<file path="src/rtl/ccff_loader_pkg.sv">
// Shared types and sizing helpers for the CCFF configuration-chain loader.
package ccff_loader_pkg;

  typedef enum logic [1:0] {
    IDLE  = 2'd0,
    LOAD  = 2'd1,
    SHIFT = 2'd2,
    DONE  = 2'd3
  } state_t;

  localparam int DEF_WORD_W    = 8;
  localparam int DEF_CHAIN_LEN = 20;

  // Bits needed to count 0..n-1, never narrower than one bit.
  function automatic int cnt_w(input int n);
    return (n <= 2) ? 1 : $clog2(n);
  endfunction

endpackage

</file>
<file path="src/rtl/ccff_piso.sv">
// Parallel-in serial-out register: loads a word, shifts left with zero fill, MSB out.
module ccff_piso #(
  parameter int WIDTH = 8
) (
  input  logic             clk,
  input  logic             reset,
  input  logic             load,
  input  logic             shift,
  input  logic [WIDTH-1:0] din,
  output logic             msb
);

  logic [WIDTH-1:0] sreg;

  always_ff @(posedge clk or posedge reset) begin
    if (reset) begin
      sreg <= '0;
    end else if (load) begin
      sreg <= din;
    end else if (shift) begin
      sreg <= sreg << 1;
    end
  end

  assign msb = sreg[WIDTH-1];

endmodule

</file>
<file path="src/rtl/ccff_bitstream_loader.sv">
// Streams bitstream words MSB-first into the CCFF chain head and flags
// config_done once exactly CHAIN_LEN bits have been shifted.
module ccff_bitstream_loader
  import ccff_loader_pkg::*;
#(
  parameter int WORD_W    = DEF_WORD_W,
  parameter int CHAIN_LEN = DEF_CHAIN_LEN
) (
  input  logic              clk,
  input  logic              reset,
  input  logic              start,
  input  logic              abort,
  input  logic [WORD_W-1:0] in_data,
  input  logic              in_valid,
  output logic              in_ready,
  output logic              ccff_head,
  output logic              prog_en,
  output logic              busy,
  output logic              config_done
);

  localparam int BIT_W  = cnt_w(CHAIN_LEN + 1);
  localparam int WCNT_W = cnt_w(WORD_W);
  localparam logic [BIT_W-1:0]  LAST_BIT  = BIT_W'(CHAIN_LEN - 1);
  localparam logic [WCNT_W-1:0] LAST_WBIT = WCNT_W'(WORD_W - 1);

  state_t            state;
  logic [BIT_W-1:0]  bit_cnt;
  logic [WCNT_W-1:0] word_cnt;
  logic              load_word;
  logic              shift_bit;
  logic              sreg_msb;

  assign load_word = (state == LOAD) && in_valid && !abort;
  assign shift_bit = (state == SHIFT);

  ccff_piso #(
    .WIDTH (WORD_W)
  ) u_piso (
    .clk   (clk),
    .reset (reset),
    .load  (load_word),
    .shift (shift_bit),
    .din   (in_data),
    .msb   (sreg_msb)
  );

  // abort outranks every other request, including start and in_valid
  always_ff @(posedge clk or posedge reset) begin
    if (reset) begin
      state    <= IDLE;
      bit_cnt  <= '0;
      word_cnt <= '0;
    end else if (abort) begin
      state <= IDLE;
    end else begin
      case (state)
        IDLE: begin
          if (start) begin
            state   <= LOAD;
            bit_cnt <= '0;
          end
        end
        LOAD: begin
          if (in_valid) begin
            state    <= SHIFT;
            word_cnt <= '0;
          end
        end
        SHIFT: begin
          bit_cnt  <= bit_cnt + BIT_W'(1);
          word_cnt <= word_cnt + WCNT_W'(1);
          // chain end wins over word end, dropping any unused low bits
          if (bit_cnt == LAST_BIT) begin
            state <= DONE;
          end else if (word_cnt == LAST_WBIT) begin
            state <= LOAD;
          end
        end
        DONE: begin
          if (start) begin
            state   <= LOAD;
            bit_cnt <= '0;
          end
        end
        default: state <= IDLE;
      endcase
    end
  end

  // All outputs decode straight from the state register, so async reset clears them at once
  assign in_ready    = (state == LOAD);
  assign busy        = (state == LOAD) || (state == SHIFT);
  assign prog_en     = (state == SHIFT);
  assign ccff_head   = (state == SHIFT) && sreg_msb;
  assign config_done = (state == DONE);

endmodule
</file>
<file path="config.mk">
export PLATFORM = sky130hd
export DESIGN_NAME = ccff_bitstream_loader
export DESIGN_NICKNAME = d
export VERILOG_FILES = /design/src/rtl/ccff_loader_pkg.sv /design/src/rtl/ccff_piso.sv /design/src/rtl/ccff_bitstream_loader.sv
export SDC_FILE = /design/constraint.sdc
export NUM_CORES = 1
export LEC_CHECK = 0
export ABC_AREA = 1
export BUFFER_PORTS_ARGS = -buffer_cell sky130_fd_sc_hd__buf_4
export CAP_MARGIN = 20
export CORE_MARGIN = 3
export CORE_UTILIZATION = 41
export CTS_CLUSTER_SIZE = 30
export DETAILED_ROUTE_END_ITERATION = 8
export PLACE_DENSITY = 0.62
export SLEW_MARGIN = 20
export SYNTH_ARGS = -nofsm -noshare
export SYNTH_HDL_FRONTEND = slang
export SYNTH_SLANG_ARGS = --single-unit
export TNS_END_PERCENT = 1
</file>
<file path="constraint.sdc">
create_clock -name clk -period 1.5 [get_ports clk]
set_clock_uncertainty 0.2 [all_clocks]
set_input_delay 0.075 -clock clk [delete_from_list [all_inputs] [get_ports clk]]
set_output_delay 0.075 -clock clk [all_outputs]
set_load 0.02 [all_outputs]
</file>
Word-level counts from Yosys, hierarchy flattened
Cells that the tools add are included.

operators by class
  reduce and logical (&&, ||, !) cells = 13
  muxes and demuxes = 12
  add/subtract/negate cells = 2
  bitwise logic cells = 1
  equal/unequal tests = 10

operators with widths
  operator                                                                 number
  8-bit 2-to-1 mux                                                         2
  2-bit 2-to-1 mux                                                         5
  5-bit case mux with 2 select lines                                       1
  3-bit AND reduction                                                      3
  2-bit case mux with 3 select lines                                       1
  3-bit case mux with 2 select lines                                       1
  2-bit nonzero test                                                       3
  5-bit by 1-bit adder with 5-bit output, second input constant            1
  5-bit == test, second input constant                                     1
  5-bit 2-to-1 mux                                                         1
  2-bit == test, second input constant                                     2
  4-bit by 2-bit inequality test with 1-bit output, second input constant  1
  3-bit by 1-bit adder with 3-bit output, second input constant            1
  3-bit == test, second input constant                                     1
  1-bit logical AND                                                        3
  3-bit 2-to-1 mux                                                         1
  3-bit by 1-bit inequality test with 1-bit output, second input constant  1
  3-bit inequality test, second input constant                             1
  2-bit by 1-bit == test with 1-bit output, second input constant          1
  2-bit logical NOT                                                        1
  2-bit by 1-bit inequality test with 1-bit output, second input constant  1
  2-bit inequality test, second input constant                             1
  2-bit OR reduction                                                       1
  1-bit logical NOT                                                        1
  2 further kinds                                                          2

storage, ports and cells
  input port bits = 13
  flip-flop bits (word level) = 18

Longest topological paths before layout
  word-level depth = 5
  gate-level depth with buffers = 8

Modules after synthesis
Synthesis repeated with hierarchy kept, for this count alone.

unflattened totals
  cell total of the unflattened synthesis = 122
  area, all modules = 1014.7 um2

modules (own cells, without submodules)
  module                 area each (um2)  instances  seq. area each (um2)  cells an instance
  ccff_bitstream_loader  634.4            1          250.2                 78
  ccff_piso              380.4            1          200.2                 44

Worst setup path after synthesis
OpenSTA, ideal clock, no wires.

  kind = flip-flop to flip-flop
  from = reg state[0]
  to = reg bit_cnt[3]
  data required time = 1.183 ns
  arrival = 1.312 ns
  path buffers = 0
  stages on the path, launching flop included = 8
  setup time = 0.117 ns
  period minus slack after synthesis = 1.629 ns
  setup slack = -0.129 ns
  cell sequence = dfrtp_1 -> ha_1 -> nor2_4 -> nand2_4 -> nor2_4 -> nand2_1 -> o21ai_1 -> nor2_1

between the ends
  longest elaborated chain between the ends = 4

ends and longest elaborated chain
  what                                                                                                     line                         RTL
  from (decl)                                                                                              ccff_bitstream_loader.sv:27  state_t state;
  from (signal assigned)                                                                                   ccff_bitstream_loader.sv:51  state <= IDLE;
  from (signal assigned)                                                                                   ccff_bitstream_loader.sv:55  state <= IDLE;
  from (signal assigned)                                                                                   ccff_bitstream_loader.sv:60  state <= LOAD;
  2-bit == test or 2-bit logical NOT (tied branches)                                                       ccff_bitstream_loader.sv:57  case (state)
  2-bit OR reduction (no source line)                                                                      --
  2-bit by 1-bit inequality test with 1-bit output (no source line) or 2-bit nonzero test (tied branches)  --
  3-bit AND reduction (no source line)                                                                     --
  to (signal assigned)                                                                                     ccff_bitstream_loader.sv:71  bit_cnt <= bit_cnt + BIT_W'(1);
  to (decl)                                                                                                ccff_bitstream_loader.sv:28  logic [BIT_W-1:0] bit_cnt;

Several ways; a longest one is shown, not always the timed one.
A chain may end at the register's enable or synchronous reset.

Worst setup path in the final report
  from = reg state[0]
  to = out ccff_head

between the ends
  longest elaborated chain between the ends = 2

ends and longest elaborated chain
  what               line                         RTL
  2-bit == test      ccff_bitstream_loader.sv:95  assign ccff_head = (state == SHIFT) && sreg_msb;
  1-bit logical AND  ccff_bitstream_loader.sv:95
  to (decl)          ccff_bitstream_loader.sv:16  output logic ccff_head,

Every way passes these cells.

==> qor_table.md <==
| Step | Quantity | This run |
|---|---|---|
| routing | Antenna-violating nets left | 0 |
| final layout | Final antenna diode count | 0 |
| power and ir drop | Total leakage power | 0.743 nW |
| synth | Fraction of the yosys area taken by sequential cells | 0.446 |
| cts | Number of sinks driven by the clock tree | 18 |
| routing | WL final | 2.21 mm |
| timing | Slew Viols, Final | 0 |
| place | Number of placed instances with taps included | 173 |
| setup path | Maximum fanout encountered on the critical timing path | 4 |
| synth | Number of instances in the synthesized netlist | 120 |
| cts | Clock tree from TritonCTS | done |
| floorplanning | Die area | 3090 sq um |
| routing | DRC viols | 0 |
| synth | Largest cells by area after synthesis | dfrtp_1, nand2_1, ha_1 |
| final layout | Share of post-route cells with drive strength above 1 | 0.345 |
| floorplanning | Initial Utilization | 0.444 |
| floorplanning | Die boundary height | 55.6 microns |
| synth | Ys Warns | 0 |
| setup path | Kind of end point of the critical path | output pin |
| synth | Post-synthesis cell type with the largest combined area | dfrtp_1 |
| synth | Area share of the largest cell type after synthesis | 0.446 |
| setup path | Setup slack of the most critical reg-to-reg path | -10 ps |
| synth | Main synth FF type | dfrtp_1 |
| cts | Clock root cell | clkbuf_4 |
| setup path | Data required time of the worst path | 1220 ps |
| routing | Total number of vias | 948 |
| routing | First drt pass iteration count | 4 |
| synth | Distinct cell type count after synthesis | 21 |
| timing | Fraction of the cycle the final worst path needs | 1.03 |
| routing | Vias per cell | 4.91 |
| global routing | Met2 usage in global routing | 0.248 |
| routing | Final routed wire length divided by cell count | 11.4 microns |
| global routing | Vias in the first global route | 872 |
| synth | Cell area after synthesis | 1010 sq um |
| power and ir drop | Worst supply voltage drop on vdd | 0.996 mV |
| final layout | Synthesis-to-layout area growth | 49.2% |
| global routing | GR Layer Usage met3 | 0.0487 |
| floorplanning | Core area | 2280 sq um |
| floorplanning | Chip width | 55.6 microns |
| flow run | Max-cap violations | 0 |
| power and ir drop | Power per cell area | 1560 nW/um^2 |
| timing | Number of hold violations in the final report | 0 |
| cts | Worst-case clock buffer depth | 2 |
| setup path | Type of the setup path with the least slack | flip-flop to output pin |
| setup path | Element type at the critical path start | flip-flop |
| global routing | Layer with the highest usage | met2 |
| place | Number of I/O port buffers | 17 |
| synth | Count of state elements after synthesis | 18 |
| setup path | Slowest cell on the critical path | dfrtp_2 |
| timing | Final count of negative-setup-slack endpoints | 7 |
| place | Routability cong. | 0.826 |
| floorplanning | Total I/O pin count | 18 |
| setup path | Most frequent cell on the critical path | inv_2 |
| setup path | Length in cells of the worst reg-to-reg path | 8 |
| timing | Total Negative Setup Slacks | -92.0 ps |
| global routing | Global route overflow | 0 |
| floorplanning | Cell Rows | 17 |
| synth | Net count after synthesis | 139 |
| min path | Class of the tightest hold or removal check | input pin to async pin |
| setup path | Top delay family on crit path | flip-flops |
| timing | Worst Tran Pin Value | 232 ps |
| timing | Fmax | 0.649 GHz |
| synth | Fraction of registers with async set or reset after synthesis | 1.00 |
| synth | Most instantiated cells after synthesis | nand2_1, dfrtp_1, nand3_1 |
| synth | Per-instance average area after synthesis | 8.41 sq um |
| setup path | Slowest stage delay, CP | 460 ps |
| cts | Total CTS buffers | 3 |
| timing | Smallest setup slack after layout | -41.7 ps |
| setup path | Worst path cell trace | inv_2 -> ha_4 -> buf_12 -> nand2_4 -> inv_2 -> buf_6 |
| cts | CTS clk-pin slew, worst paths | 100 ps |
| status | Violated checks | negative setup slack |
| synth | Number of enable flip-flop cells after synthesis | 0 |
| final layout | # nets final | 185 |
| cts | H-tree depth | 1 |
| place | Sum of net half-perimeters after detailed placement | 1.51 mm |
| cts | Insertion delay of the later-clocked pin in the worst-skew pair | 290 ps |
| timing | RSZ-0062 raised after global routing | yes |
| timing | Min Tclk post-route | 1540 ps |
| setup path | Worst reg2reg startpoint | state[0]$_DFFE_PP0P_ |
| final layout | Count of non-filler cells in the finished layout | 193 |
| status | Run status | complete, but fails checks |
| timing | Worst relative slew slack | 0.845 |
| global routing | Met1 track demand over resource in global routing | 0.194 |
| routing | Starting DRC count in detailed routing | 31 |
| setup path | Combined buffer and inverter count along the critical path | 4 |
| global routing | Gr usage total | 0.154 |
| final layout | FILL cells | 181 |
| global routing | Number of antenna violations at the first check in global routing | 0 |
| setup path | Worst EP arrival | 1270 ps |
| global routing | Largest net degree at the start of global routing | 19 |
| global routing | Global-route wire length before repair | 3.81 mm |
| power and ir drop | Power after layout | 2.35 mW |
| setup path | Endpoint of the most critical register-to-register path | state[0]$_DFFE_PP0P_ |
| synth | Cell with the most instances after synthesis | nand2_1 |
## per-stage QoR
step | hold WS [ps] | setup WS [ps] | area, sq um | util
floorplan | -186 | -21.7 | 1010 | -
CTS | 139 | -55.0 | 1490 | 0.655
global route | 161 | -102 | 1510 | 0.662
detailed placement | -84.2 | -84.7 | 1260 | 0.553
finish | 148 | -41.7 | 1510 | 0.662
global placement | -88.1 | -43.3 | 1260 | 0.553
## metal layers
metal  wire (microns)  up-vias
li1                 -      484
met1              963      438
met2             1100       22
met3              106        4
met4               33        0
met5                0        -
## tightest hold or removal path, cell delays in order
cell and delay [ps]:
dlygate4sd3_1 540, buf_4 130, inv_1 40, buf_4 240
## final cells by class
| type | instances | area [sq um] | share of cell area |
|---|---|---|---|
| clock buffers | 4 | 36.3 | 0.0241 |
| well taps | 28 | 35.0 | 0.0233 |
| multi-input cells | 87 | 536 | 0.355 |
| flip-flops and latches | 18 | 453 | 0.301 |
| inverters | 13 | 57.6 | 0.0382 |
| repair buffers | 43 | 389 | 0.258 |
## timing repair
| item | in CTS | in global routing |
|---|---|---|
| setup endpoints to repair | 12 | 20 |
| hold buffers | 12 | 0 |
| cloned | 0 | 0 |
| gates resized for setup | 15 | 3 |
| buffers inserted | 3 | 1 |
| hold endpoints to repair | 30 | 0 |
| pin swaps | 2 | 5 |
## sequential cells by signal, indices dropped and copies added, names as in the netlist
name         cells
u_piso.sreg      8
state            2
word_cnt         3
bit_cnt          5
## power by group
part,internal (mW),leakage (nW),switching [mW]
clock,0.148,0.0210,0.147
combinational,0.611,0.494,0.622
sequential,0.672,0.228,0.148
## cell families (layout without fill, tap and decap cells)
logic type	Yosys count	after routing	share of synthesized area
simple gates	62	62	0.287
compound gates	18	18	0.114
flops	18	18	0.446
buf+inv	15	60	0.0694
fa+ha+maj	6	6	0.0743
xor+xnor	1	1	0.00868
## layout by cell type (no fill, tap or decap), types with 3 or more instances in the layout
master	instances
nand3_1	13
a21oi_1	3
o21ai_0	6
nand2_1	32
dfrtp_1	16
nor2_1	8
clkbuf_4	3
buf_4	26
inv_1	7
inv_2	3
buf_6	3
dlygate4sd3_1	12
a31oi_1	5
## worst max-delay path by stage
stage	end	slack (ps)	cells past startpoint	from
final	ccff_head	-40	6	state[0]$_DFFE_PP0P_
after global routing	ccff_head	-100	6	state[0]$_DFFE_PP0P_
after CTS	ccff_head	-50	6	state[0]$_DFFE_PP0P_
after detailed placement	state[1]$_DFFE_PP0P_	-80	8	state[0]$_DFFE_PP0P_
after global placement	bit_cnt[3]$_DFFE_PP0P_	-40	8	state[1]$_DFFE_PP0P_
after floorplan	bit_cnt[3]$_DFFE_PP0P_	-20	7	state[0]$_DFFE_PP0P_
No activity file was read; power rests on OpenSTA's default activity.
